`src/rtl/wrsw_pkt_gen_pkg.sv`:
```
// wrsw_pkt_gen shared definitions: header words,
// LFSR helpers and the generator state encoding.
package wrsw_pkt_gen_pkg;

  localparam logic [15:0] HDR_MAC_HI = 16'hCAFE;
  localparam logic [15:0] HDR_MAC_MD = 16'hBABE;
  localparam logic [15:0] SRC_MAC_34 = 16'h0304;
  localparam logic [15:0] SRC_MAC_56 = 16'h0506;
  localparam logic [15:0] HDR_ETYPE  = 16'h88F7;
  localparam logic [15:0] LFSR_TAPS  = 16'hB400;
  localparam int          HDR_WORDS  = 7;

  typedef enum logic [2:0] {
    S_IDLE,
    S_PICK,
    S_HDR,
    S_PAY,
    S_GAP,
    S_DONE
  } state_t;

  function automatic logic [15:0] lfsr_next(
    input logic [15:0] s
  );
    lfsr_next = {1'b0, s[15:1]}
              ^ (s[0] ? LFSR_TAPS : 16'h0000);
  endfunction

  function automatic logic [15:0] bitrev16(
    input logic [15:0] s
  );
    for (int i = 0; i < 16; i++)
      bitrev16[i] = s[15-i];
  endfunction

  // Payload word k>=1 at frame index 7+k carries bytes 2k-2, 2k-1.
  function automatic logic [15:0] frame_word(
    input logic [15:0] idx,
    input logic [7:0]  chan,
    input logic [7:0]  dst,
    input logic [15:0] seq
  );
    logic [15:0] t;
    t = {idx[14:0], 1'b0} - 16'd16;
    case (idx)
      16'd0:   frame_word = {dst, 8'h50};
      16'd1:   frame_word = HDR_MAC_HI;
      16'd2:   frame_word = HDR_MAC_MD;
      16'd3:   frame_word = {chan, 8'h02};
      16'd4:   frame_word = SRC_MAC_34;
      16'd5:   frame_word = SRC_MAC_56;
      16'd6:   frame_word = HDR_ETYPE;
      16'd7:   frame_word = seq;
      default: frame_word = {t[7:0], t[7:0] + 8'd1};
    endcase
  endfunction

endpackage

```
`src/rtl/wrsw_pkt_gen_rr_arb.sv`:
```
// Combinational round-robin arbiter: grants the first
// requester strictly after the last served index.
module wrsw_pkt_gen_rr_arb #(
  parameter int N  = 4,
  parameter int CW = 2
) (
  input  logic [N-1:0]  req,
  input  logic [CW-1:0] last,
  output logic          gnt_valid,
  output logic [CW-1:0] gnt_idx
);

  int j;

  // Scan farthest first so the nearest requester wins.
  always_comb begin
    gnt_valid = 1'b0;
    gnt_idx   = '0;
    j         = 0;
    for (int i = N; i >= 1; i--) begin
      j = (int'(last) + i) % N;
      if (req[CW'(j)]) begin
        gnt_valid = 1'b1;
        gnt_idx   = CW'(j);
      end
    end
  end

endmodule

```
`src/rtl/wrsw_pkt_gen.sv`:
```
// Multi-channel WR-fabric frame generator with LFSR
// sized frames and gaps, round-robin over channels.
module wrsw_pkt_gen
  import wrsw_pkt_gen_pkg::*;
#(
  parameter int          g_num_channels = 4,
  parameter int          g_max_words    = 1024,
  parameter int          g_gap_width    = 16,
  parameter logic [15:0] g_seed         = 16'hACE1,
  localparam int SW = $clog2(g_max_words + 1),
  localparam int GW = g_gap_width,
  localparam int NC = g_num_channels
) (
  input  logic            clk_sys_i,
  input  logic            rst_n_i,
  input  logic            start_i,
  input  logic            enable_i,
  input  logic [NC-1:0]   chan_mask_i,
  input  logic [8*NC-1:0] dst_map_i,
  input  logic [15:0]     n_frames_i,
  input  logic [SW-1:0]   size_min_i,
  input  logic [SW-1:0]   size_max_i,
  input  logic [GW-1:0]   gap_min_i,
  input  logic [GW-1:0]   gap_max_i,
  output logic [15:0]     src_dat_o,
  output logic            src_valid_o,
  output logic            src_sop_o,
  output logic            src_eop_o,
  input  logic            src_stall_i,
  output logic            busy_o,
  output logic            done_o,
  output logic [31:0]     frames_sent_o
);

  localparam int CW = (NC > 1) ? $clog2(NC) : 1;

  state_t          state;
  logic [15:0]     lfsr;
  logic [CW-1:0]   last_gnt;
  logic [CW-1:0]   chan_r;
  logic [7:0]      dst_r;
  logic [SW-1:0]   size_r;
  logic [SW-1:0]   widx;
  logic [GW-1:0]   gap_r;
  logic [GW-1:0]   gap_cnt;
  logic [15:0]     seq [NC];

  logic [NC-1:0]   elig;
  logic            gnt_valid;
  logic [CW-1:0]   gnt_idx;

  logic [SW:0]     size_span;
  logic [SW+16:0]  size_prod;
  logic [SW-1:0]   size_pick;
  logic [GW:0]     gap_span;
  logic [GW+16:0]  gap_prod;
  logic [GW-1:0]   gap_pick;

  logic            picking;
  logic [SW-1:0]   nxt_idx;
  logic [CW-1:0]   nxt_chan;
  logic [7:0]      nxt_dst;
  logic [SW-1:0]   nxt_size;
  logic [15:0]     nxt_word;
  logic            nxt_eop;

  always_comb begin
    elig = '0;
    for (int c = 0; c < NC; c++)
      elig[c] = chan_mask_i[c]
              && (seq[c] < n_frames_i);
  end

  wrsw_pkt_gen_rr_arb #(
    .N  (NC),
    .CW (CW)
  ) u_arb (
    .req       (elig),
    .last      (last_gnt),
    .gnt_valid (gnt_valid),
    .gnt_idx   (gnt_idx)
  );

  // Scale the LFSR into [min, max] by multiply-shift.
  always_comb begin
    size_span = {1'b0, size_max_i}
              - {1'b0, size_min_i} + (SW+1)'(1);
    size_prod = {{(SW+1){1'b0}}, lfsr}
              * {16'b0, size_span};
    size_pick = (size_min_i > size_max_i)
              ? size_min_i
              : size_min_i + size_prod[SW+15:16];
    gap_span  = {1'b0, gap_max_i}
              - {1'b0, gap_min_i} + (GW+1)'(1);
    gap_prod  = {{(GW+1){1'b0}}, bitrev16(lfsr)}
              * {16'b0, gap_span};
    gap_pick  = (gap_min_i > gap_max_i)
              ? gap_min_i
              : gap_min_i + gap_prod[GW+15:16];
  end

  always_comb begin
    picking  = (state == S_PICK);
    nxt_idx  = picking ? '0 : widx + SW'(1);
    nxt_chan = picking ? gnt_idx : chan_r;
    nxt_dst  = picking
             ? dst_map_i[8*int'(gnt_idx) +: 8]
             : dst_r;
    nxt_size = picking ? size_pick : size_r;
    nxt_word = frame_word(16'(nxt_idx),
                          8'(nxt_chan),
                          nxt_dst,
                          seq[nxt_chan]);
    nxt_eop  = (nxt_idx == nxt_size - SW'(1));
  end

  always_ff @(posedge clk_sys_i or negedge rst_n_i) begin
    if (!rst_n_i) begin
      state         <= S_IDLE;
      lfsr          <= g_seed;
      last_gnt      <= CW'(NC - 1);
      chan_r        <= '0;
      dst_r         <= '0;
      size_r        <= '0;
      widx          <= '0;
      gap_r         <= '0;
      gap_cnt       <= '0;
      for (int c = 0; c < NC; c++)
        seq[c] <= '0;
      src_dat_o     <= '0;
      src_valid_o   <= 1'b0;
      src_sop_o     <= 1'b0;
      src_eop_o     <= 1'b0;
      busy_o        <= 1'b0;
      done_o        <= 1'b0;
      frames_sent_o <= '0;
    end else begin
      case (state)
        S_IDLE: begin
          if (start_i) begin
            frames_sent_o <= '0;
            last_gnt      <= CW'(NC - 1);
            for (int c = 0; c < NC; c++)
              seq[c] <= '0;
            if (enable_i && |chan_mask_i
                && n_frames_i != 16'd0) begin
              state  <= S_PICK;
              busy_o <= 1'b1;
              done_o <= 1'b0;
            end else begin
              done_o <= 1'b1;
            end
          end
        end
        S_PICK: begin
          lfsr <= lfsr_next(lfsr);
          if (!enable_i || !gnt_valid) begin
            state  <= S_DONE;
            busy_o <= 1'b0;
            done_o <= 1'b1;
          end else begin
            state       <= S_HDR;
            chan_r      <= gnt_idx;
            last_gnt    <= gnt_idx;
            dst_r       <= nxt_dst;
            size_r      <= size_pick;
            gap_r       <= gap_pick;
            widx        <= '0;
            src_dat_o   <= nxt_word;
            src_valid_o <= 1'b1;
            src_sop_o   <= 1'b1;
            src_eop_o   <= nxt_eop;
          end
        end
        S_HDR, S_PAY: begin
          if (!src_stall_i) begin
            if (src_eop_o) begin
              src_valid_o <= 1'b0;
              src_sop_o   <= 1'b0;
              src_eop_o   <= 1'b0;
              seq[chan_r] <= seq[chan_r] + 16'd1;
              if (frames_sent_o != '1)
                frames_sent_o <= frames_sent_o + 32'd1;
              gap_cnt <= gap_r;
              state   <= (gap_r == '0) ? S_PICK : S_GAP;
            end else begin
              widx      <= nxt_idx;
              src_dat_o <= nxt_word;
              src_sop_o <= 1'b0;
              src_eop_o <= nxt_eop;
              state     <= (nxt_idx < SW'(HDR_WORDS))
                         ? S_HDR : S_PAY;
            end
          end
        end
        S_GAP: begin
          if (gap_cnt <= GW'(1))
            state <= S_PICK;
          else
            gap_cnt <= gap_cnt - GW'(1);
        end
        S_DONE: state <= S_IDLE;
        default: state <= S_IDLE;
      endcase
    end
  end

endmodule

```
`config.mk`:
```
export PLATFORM = sky130hd
export DESIGN_NAME = wrsw_pkt_gen
export DESIGN_NICKNAME = d
export VERILOG_FILES = /design/src/rtl/wrsw_pkt_gen_pkg.sv /design/src/rtl/wrsw_pkt_gen_rr_arb.sv /design/src/rtl/wrsw_pkt_gen.sv
export SDC_FILE = /design/constraint.sdc
export NUM_CORES = 2
export LEC_CHECK = 0
export BUFFER_PORTS_ARGS = -buffer_cell sky130_fd_sc_hd__buf_2
export CAP_MARGIN = 20
export CELL_PAD_IN_SITES_DETAIL_PLACEMENT = 0
export CELL_PAD_IN_SITES_GLOBAL_PLACEMENT = 1
export CORE_MARGIN = 2
export CORE_UTILIZATION = 49
export CTS_CLUSTER_DIAMETER = 40
export DETAILED_ROUTE_END_ITERATION = 10
export GPL_ROUTABILITY_DRIVEN = 0
export PLACE_DENSITY_LB_ADDON = 0.25
export SLEW_MARGIN = 20
export SYNTH_ARGS = -nofsm -noshare
export SYNTH_HDL_FRONTEND = slang
export SYNTH_HIERARCHICAL = 1
export SYNTH_SLANG_ARGS = --single-unit
```
`constraint.sdc`:
```
create_clock -name clk_sys_i -period 10 [get_ports clk_sys_i]
set_input_delay 0.5 -clock clk_sys_i [delete_from_list [all_inputs] [get_ports clk_sys_i]]
set_output_delay 0.5 -clock clk_sys_i [all_outputs]
set_load 0.03 [all_outputs]
```
==> impl_metrics.ini <==
[synth]
syn-cell-area_um2 = 29500
syn_area_per_cell_um2 = 8.65
synth_cell_types = 83
synth_top_flop_cell = dfrtp_1
ys_ff_latch = 202
yosysWarnings = 6
synth-async-reset-ratio_pct = 100
seq_area_frac_synth_pct = 17.2
syn_nets = 4196
synth_edf_count = 0
syn_inst = 3409

[pwr]
peakVddDrop_mv = 0.172
p_leak_nw = 17.2
power.total_mw = 4.15
p_per_area_nw_per_um2 = 123

[place]
dpl.hpwl_mm = 64.4
dp_slack_ns = -0.677
portBuffers = 163

[timing]
clock_skew_ns = 0.0248
rsz0062_at_grt = true
period_needed_ns = 9.59
fin_crit_sh_pct = 95.9
hold_viol_final = 0
worst_slew_pin_slew_ns = 1.09
maxSlewViolCount = 0
timing.fmax_mhz = 104
relSlewSlack_pct = 27.5
final-setup-viol-count = 0
final.setup.worst_slack_ns = 0.412

[clocking]
cts_tree = done
clock-sinks = 202
clkTransAtPathRegs_ns = 0.06
cts_buffers = 26
clk_path_buf_depth = 3
root_buffer = clkbuf_16
htreeDepth = 1
clock_latency_ns = 0.55

[setup_path]
crit_start = gap_min_i[1]
crit_required_ns = 10.43
end_kind = flop
max_stage_delay_ns = 0.55
start_kind = input port
r2r-start = lfsr[7]$_DFFE_PN1N_
slowest_stage = fa_1
critical_path_class = input port to flop
cp_max_fo = 4
cp.arrival_ns = 10.02

[worst_hold_path]
hold_path_class = input port to flop
hold_start = src_stall_i

[global_route]
grt_overflow = 0
grt_pass1_wl_mm = 137
globalRouteTotalUtil_pct = 27.2
grt_max_degree = 80
antenna_found_initial = 0
grt_pass1_vias = 26200

[finish]
fin_nets = 4463
antennaDiodeCount = 0
drive_gt1_share_pct = 15.2
area_delta_synth_final_pct = 14.1
nFillCells = 5403

[detailed_routing]
dr.pass1.iters = 6
wl_mm = 83.4
wl_per_cell_um = 18.7
viasPerCell = 5.57
drcViolationCount = 0
dr_total_vias = 24900
drt-initial-drc-count = 1586
ant_nets = 0

[floorplan]
start_util_pct = 49.8
rows = 89
dieArea_um2 = 62100
io_pins = 164
core_area_um2 = 59200
fp.dieW_um = 249
die_h_um = 249

[run]
drv_cap = 0

[outcome]
status = finished, final reports clean
layout by cell type (no fill, tap or decap), types with 29 or more instances in the layout:
cell / n
buf_4: 214
and2_1: 149
ha_1: 319
dfrtp_1: 192
xor2_1: 54
a21o_1: 56
nor2_1: 167
nand2b_1: 29
xnor2_1: 76
o21ai_0: 171
buf_2: 162
a21oi_1: 121
inv_1: 521
fa_1: 347
nand2_1: 570
mux4_2: 40
nor3_1: 47
nand3_1: 40
state kept, by name, indices dropped and copies added (netlist names), 2 cells and up:
register / cells
dst_r: 8
widx: 11
gap_cnt: 16
src_dat_o: 16
chan_r: 2
size_r: 11
seq: 64
gap_r: 16
lfsr: 16
state: 3
frames_sent_o: 32
last_gnt: 2
repair_timing:
item,CTS,global route
setup buffers,0,18
cloned,0,1
gates resized for setup,3,59
endpoints found under the hold margin,54,0
endpoints found under the setup margin,1,11
hold buffers,1,0
pin swaps,0,50
power breakdown:
| part | internal, mW | switching, mW |
|---|---|---|
| Combinational | 0.757 | 1.29 |
| Clock | 0.531 | 0.400 |
| Sequential | 0.991 | 0.179 |
| Total | 2.28 | 1.87 |
synthesized netlist by cell type (13+ instances only):
| cell | n | area (um2) |
|---|---|---|
| a211oi_1 | 16 | 120 |
| a21o_1 | 56 | 420 |
| a21oi_1 | 128 | 641 |
| a31oi_1 | 16 | 100 |
| and2_1 | 152 | 951 |
| and3_1 | 14 | 87.6 |
| clkbuf_1 | 135 | 507 |
| dfrtp_1 | 192 | 4800 |
| fa_1 | 349 | 6990 |
| ha_1 | 327 | 4090 |
| inv_1 | 522 | 1960 |
| mux2i_1 | 15 | 150 |
| mux4_2 | 40 | 901 |
| nand2_1 | 576 | 2160 |
| nand2b_1 | 29 | 181 |
| nand3_1 | 42 | 210 |
| nand4_1 | 23 | 144 |
| nor2_1 | 170 | 638 |
| nor2b_1 | 16 | 100 |
| nor3_1 | 49 | 245 |
| nor4_1 | 19 | 119 |
| o211ai_1 | 13 | 97.6 |
| o21a_1 | 15 | 113 |
| o21ai_0 | 179 | 896 |
| or3_1 | 13 | 81.3 |
| xnor2_1 | 78 | 683 |
| xor2_1 | 54 | 473 |
critical path, delay by kind of cell:
family | cells | cell delay [ns]
simple gates | 7 | 0.72
mux | 1 | 0.15
compound gates | 17 | 3.06
xor+xnor | 4 | 0.63
buf+inv | 8 | 0.55
fa+ha+maj | 11 | 4.42
cell type report:
class	instances	area [um2]	area share (%)
clock buffer	33	697	2.07
clock inverter	15	155	0.461
inverter	522	1960	5.83
multi-input combinational	2538	22200	66.1
sequential	202	5070	15.1
tap	773	967	2.88
timing repair buffer	386	2560	7.61
cells by family after synthesis:
family | after synthesis | share of synthesized area (%)
flops | 202 | 17.2
fa+ha+maj | 676 | 37.6
simple gates | 1134 | 17.5
buf+inv | 669 | 8.56
mux | 59 | 3.73
xor+xnor | 133 | 4.00
compound gates | 536 | 11.4
metal layers:
| layer | routed length [um] | global-route usage, % |
|---|---|---|
| met1 | 34900 | 35.6 |
| met2 | 41600 | 48.0 |
| met3 | 4390 | 2.41 |
| met4 | 2490 | 7.95 |
| met5 | 0 | 0 |
stage by stage:
stage / cells / instance area, um2 / util, % / setup TNS [ns] / hold WS, ns
floorplan: 3409 / 29500 / - / 0 / 0.204
global placement: 4401 / 32300 / 54.6 / -1.21 / 0.460
detailed placement: 4401 / 32300 / 54.6 / -3.49 / 0.465
CTS: 4450 / 33200 / 56.1 / 0 / 0.239
global route: 4469 / 33600 / 56.8 / -0.146 / 0.285
finish: 4469 / 33600 / 56.8 / 0 / 0.259
worst paths after layout:
| path | endpoint | slack (ns) | depth (start not counted) |
|---|---|---|---|
| max | gap_r[15]$_DFFE_PN0P_ | 0.41 | 48 |
| min | state[1]$_DFFE_PN0P_ | 0.26 | 3 |
| max reg2reg | src_eop_o$_DFFE_PN0P_ | 1.47 | 30 |
| min reg2reg | dst_r[7]$_DFFE_PN0P_ | 0.47 | 2 |
| max in group asynchronous | gap_r[14]$_DFFE_PN0P_ | 8.24 | 3 |
| min in group asynchronous | frames_sent_o[20]$_DFFE_PN0P_ | 0.48 | 2 |
Power figures use the tool's default switching activity.
